$ cat src/rtl/rv_alu_pkg.sv
// Shared constants and ALU operation codes
// for the RV32I integer execute datapath.
package rv_alu_pkg;

    localparam logic [6:0] OPC_OP     = 7'h33;
    localparam logic [6:0] OPC_OP_IMM = 7'h13;
    localparam logic [6:0] OPC_SYSTEM = 7'h73;

    localparam logic [6:0] F7_BASE = 7'h00;
    localparam logic [6:0] F7_ALT  = 7'h20;

    typedef enum logic [3:0] {
        ALU_ADD  = 4'd0,
        ALU_SUB  = 4'd1,
        ALU_SLL  = 4'd2,
        ALU_SLT  = 4'd3,
        ALU_SLTU = 4'd4,
        ALU_XOR  = 4'd5,
        ALU_SRL  = 4'd6,
        ALU_SRA  = 4'd7,
        ALU_OR   = 4'd8,
        ALU_AND  = 4'd9
    } alu_op_e;

endpackage

$ cat src/rtl/rv_alu_datapath_if.sv
// Signal bundle between the enclosing core
// and the integer execute datapath.
interface rv_alu_datapath_if;

    logic [31:0] inst;
    logic        halted;
    logic [4:0]  dbg_num;
    logic [31:0] dbg_data;
    logic [4:0]  rs1_num;
    logic [4:0]  rs2_num;
    logic [4:0]  rd_num;
    logic [31:0] imm;
    logic [3:0]  alu_control;
    logic [31:0] alu_result;
    logic        rd_we;
    logic        halt_req;

    modport master (
        output inst, halted, dbg_num,
        input  dbg_data, rs1_num, rs2_num, rd_num,
        input  imm, alu_control, alu_result,
        input  rd_we, halt_req
    );

    modport slave (
        input  inst, halted, dbg_num,
        output dbg_data, rs1_num, rs2_num, rd_num,
        output imm, alu_control, alu_result,
        output rd_we, halt_req
    );

endinterface

$ cat src/rtl/rv_regfile.sv
// 32x32 register file: x0 fixed at zero, one write
// port, three combinational read ports, async reset.
module rv_regfile (
    input  logic        clk,
    input  logic        rst_b,
    input  logic        we,
    input  logic [4:0]  waddr,
    input  logic [31:0] wdata,
    input  logic [4:0]  ra1,
    input  logic [4:0]  ra2,
    input  logic [4:0]  ra3,
    output logic [31:0] rd1,
    output logic [31:0] rd2,
    output logic [31:0] rd3
);

    logic [31:0] regs [32];

    always_ff @(posedge clk or negedge rst_b) begin
        if (!rst_b) begin
            for (int i = 0; i < 32; i++) begin
                regs[i] <= '0;
            end
        end else if (we && waddr != 5'd0) begin
            regs[waddr] <= wdata;
        end
    end

    // No bypass: a same-cycle read sees the old value.
    assign rd1 = (ra1 == 5'd0) ? '0 : regs[ra1];
    assign rd2 = (ra2 == 5'd0) ? '0 : regs[ra2];
    assign rd3 = (ra3 == 5'd0) ? '0 : regs[ra3];

endmodule

$ cat src/rtl/rv_alu_datapath.sv
// Single-cycle RV32I OP / OP-IMM decode, operand
// select, ALU and register write-back.
module rv_alu_datapath
    import rv_alu_pkg::*;
(
    input  logic                 clk,
    input  logic                 rst_b,
    rv_alu_datapath_if.slave     bus
);

    logic [6:0]  opcode;
    logic [2:0]  funct3;
    logic [6:0]  funct7;
    logic [31:0] rs1_data;
    logic [31:0] rs2_data;
    logic        legal;
    alu_op_e     op;
    logic [31:0] opa;
    logic [31:0] opb;
    logic [4:0]  shamt;
    logic [31:0] res;

    assign opcode = bus.inst[6:0];
    assign funct3 = bus.inst[14:12];
    assign funct7 = bus.inst[31:25];

    assign bus.rs1_num  = bus.inst[19:15];
    assign bus.rs2_num  = bus.inst[24:20];
    assign bus.rd_num   = bus.inst[11:7];
    assign bus.imm      = {{20{bus.inst[31]}}, bus.inst[31:20]};
    assign bus.halt_req = (opcode == OPC_SYSTEM);

    always_comb begin
        legal = 1'b0;
        op    = ALU_ADD;
        unique case (1'b1)
            (opcode == OPC_OP): begin
                if (funct7 == F7_BASE) begin
                    legal = 1'b1;
                    case (funct3)
                        3'd0:    op = ALU_ADD;
                        3'd1:    op = ALU_SLL;
                        3'd2:    op = ALU_SLT;
                        3'd3:    op = ALU_SLTU;
                        3'd4:    op = ALU_XOR;
                        3'd5:    op = ALU_SRL;
                        3'd6:    op = ALU_OR;
                        default: op = ALU_AND;
                    endcase
                end else if (funct7 == F7_ALT) begin
                    if (funct3 == 3'd0) begin
                        legal = 1'b1;
                        op    = ALU_SUB;
                    end else if (funct3 == 3'd5) begin
                        legal = 1'b1;
                        op    = ALU_SRA;
                    end
                end
            end
            (opcode == OPC_OP_IMM): begin
                legal = 1'b1;
                case (funct3)
                    3'd0: op = ALU_ADD;
                    3'd1: begin
                        op    = ALU_SLL;
                        legal = (funct7 == F7_BASE);
                    end
                    3'd2: op = ALU_SLT;
                    3'd3: op = ALU_SLTU;
                    3'd4: op = ALU_XOR;
                    3'd5: begin
                        op    = (funct7 == F7_ALT) ? ALU_SRA : ALU_SRL;
                        legal = (funct7 == F7_BASE) || (funct7 == F7_ALT);
                    end
                    3'd6: op = ALU_OR;
                    default: op = ALU_AND;
                endcase
            end
            default: legal = 1'b0;
        endcase
        // Anything not executed looks like ADD of zeros.
        if (!legal) begin
            op = ALU_ADD;
        end
    end

    assign opa   = legal ? rs1_data : '0;
    assign opb   = !legal ? '0 :
                   (opcode == OPC_OP) ? rs2_data : bus.imm;
    assign shamt = opb[4:0];

    always_comb begin
        res = '0;
        case (op)
            ALU_ADD:  res = opa + opb;
            ALU_SUB:  res = opa - opb;
            ALU_SLL:  res = opa << shamt;
            ALU_SLT:  res = {31'd0, $signed(opa) < $signed(opb)};
            ALU_SLTU: res = {31'd0, opa < opb};
            ALU_XOR:  res = opa ^ opb;
            ALU_SRL:  res = opa >> shamt;
            ALU_SRA:  res = $unsigned($signed(opa) >>> shamt);
            ALU_OR:   res = opa | opb;
            ALU_AND:  res = opa & opb;
            default:  res = '0;
        endcase
    end

    assign bus.alu_control = op;
    assign bus.alu_result  = res;
    assign bus.rd_we       = legal && !bus.halted
                             && (bus.rd_num != 5'd0);

    rv_regfile u_regfile (
        .clk   (clk),
        .rst_b (rst_b),
        .we    (bus.rd_we),
        .waddr (bus.rd_num),
        .wdata (res),
        .ra1   (bus.rs1_num),
        .ra2   (bus.rs2_num),
        .ra3   (bus.dbg_num),
        .rd1   (rs1_data),
        .rd2   (rs2_data),
        .rd3   (bus.dbg_data)
    );

endmodule

$ cat src/flat_wrapper.sv
// flat-port wrapper written by rule: the top's interface ports become plain ports
module rv_alu_datapath_flat import rv_alu_pkg::*;
  (clk, rst_b, bus_inst, bus_halted, bus_dbg_num, bus_dbg_data, bus_rs1_num, bus_rs2_num, bus_rd_num, bus_imm, bus_alu_control, bus_alu_result, bus_rd_we, bus_halt_req);
  rv_alu_datapath_if bus_i ();
  input  logic clk;
  input  logic rst_b;
  input wire logic [$bits(bus_i.inst)-1:0] bus_inst;
  input wire logic [$bits(bus_i.halted)-1:0] bus_halted;
  input wire logic [$bits(bus_i.dbg_num)-1:0] bus_dbg_num;
  output wire logic [$bits(bus_i.dbg_data)-1:0] bus_dbg_data;
  output wire logic [$bits(bus_i.rs1_num)-1:0] bus_rs1_num;
  output wire logic [$bits(bus_i.rs2_num)-1:0] bus_rs2_num;
  output wire logic [$bits(bus_i.rd_num)-1:0] bus_rd_num;
  output wire logic [$bits(bus_i.imm)-1:0] bus_imm;
  output wire logic [$bits(bus_i.alu_control)-1:0] bus_alu_control;
  output wire logic [$bits(bus_i.alu_result)-1:0] bus_alu_result;
  output wire logic [$bits(bus_i.rd_we)-1:0] bus_rd_we;
  output wire logic [$bits(bus_i.halt_req)-1:0] bus_halt_req;
  assign bus_i.inst = bus_inst;
  assign bus_i.halted = bus_halted;
  assign bus_i.dbg_num = bus_dbg_num;
  assign bus_dbg_data = bus_i.dbg_data;
  assign bus_rs1_num = bus_i.rs1_num;
  assign bus_rs2_num = bus_i.rs2_num;
  assign bus_rd_num = bus_i.rd_num;
  assign bus_imm = bus_i.imm;
  assign bus_alu_control = bus_i.alu_control;
  assign bus_alu_result = bus_i.alu_result;
  assign bus_rd_we = bus_i.rd_we;
  assign bus_halt_req = bus_i.halt_req;
  rv_alu_datapath u_core (.clk(clk), .rst_b(rst_b), .bus(bus_i));
endmodule
$ cat config.mk
export PLATFORM = sky130hd
export DESIGN_NAME = rv_alu_datapath_flat
export DESIGN_NICKNAME = d
export VERILOG_FILES = /design/src/rtl/rv_alu_pkg.sv /design/src/rtl/rv_alu_datapath_if.sv /design/src/rtl/rv_regfile.sv /design/src/rtl/rv_alu_datapath.sv /design/src/flat_wrapper.sv
export SDC_FILE = /design/constraint.sdc
export NUM_CORES = 2
export LEC_CHECK = 0
export ABC_CLOCK_PERIOD_IN_PS = 13300
export CAP_MARGIN = 0
export CORE_ASPECT_RATIO = 0.9
export CORE_MARGIN = 10
export CORE_UTILIZATION = 45
export CTS_CLUSTER_DIAMETER = 80
export DETAILED_ROUTE_END_ITERATION = 12
export HOLD_SLACK_MARGIN = 0.12
export PLACE_DENSITY = 0.62
export SYNTH_ARGS = -nofsm -noshare
export SYNTH_HDL_FRONTEND = slang
export SYNTH_SLANG_ARGS = --single-unit
$ cat constraint.sdc
create_clock -name clk -period 13.3 [get_ports clk]
set_input_delay 2.66 -clock clk [delete_from_list [all_inputs] [get_ports clk]]
set_output_delay 2.66 -clock clk [all_outputs]
set_load 0.01 [all_outputs]
==> metrics.txt <==
worst-path fanout max=32; Largest regs=u_core.u_regfile.regs (1024); simple-gate portion of the synthesized area=10.9%; internal power=~0.0054 W; io pins=157; FF-to-FF setup slack=6650 ps; share of cells above drive strength 1=19.2%; Fin Hold WS=405 ps; worst relative slew slack=11.3%; synthesized flop and latch total=roughly 1000; grt met1 use=45.6%; Max Buffers Root-to-Sink=3; Placer Congestion=1.04; crit path DAT=10060 ps; syn nets=7254; Synth Area in Adders=about 1.9%; pre-CTS WS=approximately 570 ps; PwrDens=just over 90 nW/um2; antenna violations before repair=21; Initial DRT Pass Iterations=6; # nets final=6987; Hold Path Class=reg2reg; R2R cell count=17; yosys warns=0; top cell family by delay on the critical path=simple AND/OR/NAND/NOR gates; sequential area share after synthesis=35.6%; Worst-Margin Slew=1330 ps; mapped cell area=72100 um2; VDD IR max=0.124 mV; clock tree from TritonCTS=built; Largest register FFs=1024; final setup vio count=0; slowest cell delay on critical path=about 690 ps; vias in the first global route=just over 60000; top_reg_cell synth=dfrtp_1; switching power=0.00197 W; Most Used Layer, Global Route=met2; Setup Fix Bufs, Post-CTS=0; Setup Crit Path Kind=in2out; DRT Wirelength=318000 um; drt drc=0; Post-synth EDFFs=0; Critical Path RT=between 10000 and 15000 ps; Max-cap violations=0; post_cts resized=0; Clk pwr share=47.1%; Worst-path clk slew=60 ps; total global routing overflow=0; worst skew pair latency=780 ps; CP startpoint kind=input pin; Setup TNS=0 ps; Mean Syn Cell Area=between 10 and 15 um2; Post-DP HPWL=209000 um; vias per cell=7.12; area grow syn2layout=10.0%; multiplexer share of the synthesized area=28.5%; Crit. End Element=output port; Switching Share=a little over a quarter; post-route core utilization=49.8%; Crit-path slowest cell=nor2_4; first-pass GRT wire length=454000 um; RSZ-0062 raised after global routing=no; Clock Skew=51.9 ps; R2R Path End=u_core.u_regfile.regs[797]; # clock sinks=between 1000 and 1500; Worst Hold Depth=0; met2 Use GR=51.1%; H-tree levels=3; Pwr Total=between 0.007 and 0.008 W; wire length per cell=35.1 um; IO buf count=156; total core area=159000 um2; CTS root buffer=clkbuf_16; critical path buffer and inverter count=5; complex-gate fraction of the synthesized area=approximately 17%; Fillers=14600; Synth Instances=7107; Die H=between 300 and 400 um; initial core utilization=45.2%; commonest non-fill, non-tap cell in the layout=dfrtp_1; Final Hold Viols=0; final worst slack=582 ps; asr flop ratio synth=100%; power share of the combinational group=a little over a tenth; Pleak=approximately 34 nW; period utilization=95.6%; Worst R2R Start=u_core.u_regfile.regs[68]; die area=177000 um2; main combinational cell family by area after synthesis=multiplexers; largest net degree at the start of global routing=180; row cnt=139; Reg with most FFs=u_core.u_regfile.regs; Hold Crit Start=u_core.u_regfile.regs[1023]; xor and xnor area share after synthesis=less than 1%; antenna viol nets, final=0; WHS Endpoint=u_core.u_regfile.regs[1023]; grt met3 use=10.5%; Distinct cells, synth=105; run status=completed; Final min period=12720 ps; Via Count=64500; sequential share of power=between 40% and 50%; hold_buf cts=0; fmax=78.6 MHz; Slew Limit Fails=0; GRT Overall Usage=34.8%; Starting DRT DRC Count=10100; DIE WIDTH=around 440 um; commonest non-fill, non-tap cells in the layout=1024 x dfrtp_1, 960 x nor2_1, 909 x a21oi_1, 649 x mux4_2, 512 x mux2i_1; cts bufs inserted=116; CP cell instances=clkdlybuf4s50_1 > buf_4 > or4_1 > nor4_1 > a22oi_2 > nor2_4 > buf_4 > and2_1 > ha_1 > nor3_1 > nand2_1 > a21o_1 > a31oi_1 > nor4_1 > a221oi_1 > a311oi_1 > a221oi_1 > a2bb2oi_1 > nor3b_2 > inv_1 > clkdlybuf4s50_1
-- cell type report --
type | count | area (um2) | share of cell area [%]
Antenna cell | 4 | 10.0 | 0.0126
Clock buffer | 152 | 3290 | 4.15
Clock inverter | 66 | 826 | 1.04
Inverter | 127 | 482 | 0.608
Multi-Input combinational cell | 5160 | 42600 | 53.8
Sequential cell | 1024 | 25600 | 32.3
Tap cell | 2115 | 2650 | 3.34
Timing Repair Buffer | 411 | 3790 | 4.78
-- worst max path at each step --
stage / cells past startpoint / slack, ps / start / to
after floorplan: 25 / 1620 / bus_inst[20] / bus_alu_result[30]
after global placement: 21 / 580 / bus_inst[20] / bus_alu_result[26]
after detailed placement: 22 / 570 / bus_inst[20] / bus_alu_result[29]
after CTS: 22 / 540 / bus_inst[20] / bus_alu_result[29]
after global routing: 21 / 250 / bus_inst[31] / bus_alu_result[29]
final: 21 / 580 / bus_inst[31] / bus_alu_result[29]
-- metal layers --
metal / up-vias / part of all wire [%]
met5: - / 0.043
met2: 4812 / 42
met3: 1140 / 13
met1: 32400 / 37
li1: 26100 / -
met4: 22 / 6.9
-- synthesized netlist by cell type (25+ instances only) --
cell type / n / area [um2]
ha_1: 105 / 1310
buf_1: 54 / 203
o211ai_1: 48 / 360
nor2_1: 995 / 3730
clkbuf_1: 450 / 1690
nand2_1: 434 / 1630
nor3_1: 50 / 250
a22oi_1: 176 / 1320
a22o_1: 27 / 236
buf_6: 36 / 405
mux4_2: 649 / 14600
a221oi_1: 75 / 657
buf_4: 107 / 803
o21ai_0: 311 / 1560
o21ai_1: 25 / 125
a21oi_1: 910 / 4550
inv_1: 118 / 443
a221o_1: 32 / 320
mux2_2: 70 / 788
nand3_1: 90 / 450
o221ai_1: 31 / 272
dfrtp_1: 1024 / 25600
o22ai_1: 53 / 332
a31oi_1: 54 / 338
mux2i_1: 512 / 5120
a211oi_1: 36 / 270
buf_2: 142 / 711
nand4_1: 41 / 257
a21o_1: 27 / 203
-- per-stage QoR --
step | instance area (um2) | cells
floorplan | 72100 | 7107
global placement | 75100 | 8835
detailed placement | 75100 | 8836
CTS | 79300 | 9054
global route | 79300 | 9055
finish | 79300 | 9059
-- power by group through the flow --
stage,combinational [W],sequential [W],clock (W)
floorplan,0.000423,0.00320,0
CTS,0.000745,0.00315,0.00349
global placement,0.000741,0.00320,0
global route,0.000789,0.00315,0.00361
finish,0.000766,0.00315,0.00348
detailed placement,0.000743,0.00320,0
-- logic make-up (layout without fill, tap and decap cells) --
| group | after synthesis | count (layout) |
|---|---|---|
| AOI/OAI and AO/OA | 1987 | 1987 |
| and+or+nand+nor | 1823 | 1823 |
| xor gates and xnor gates | 12 | 12 |
| other | 0 | 4 |
| muxes | 1231 | 1231 |
| adders and majority gates | 107 | 107 |
| buffers and inverters | 923 | 756 |
| DFF | 1024 | 1024 |
Note: power is estimated with default switching activity, not from simulation.
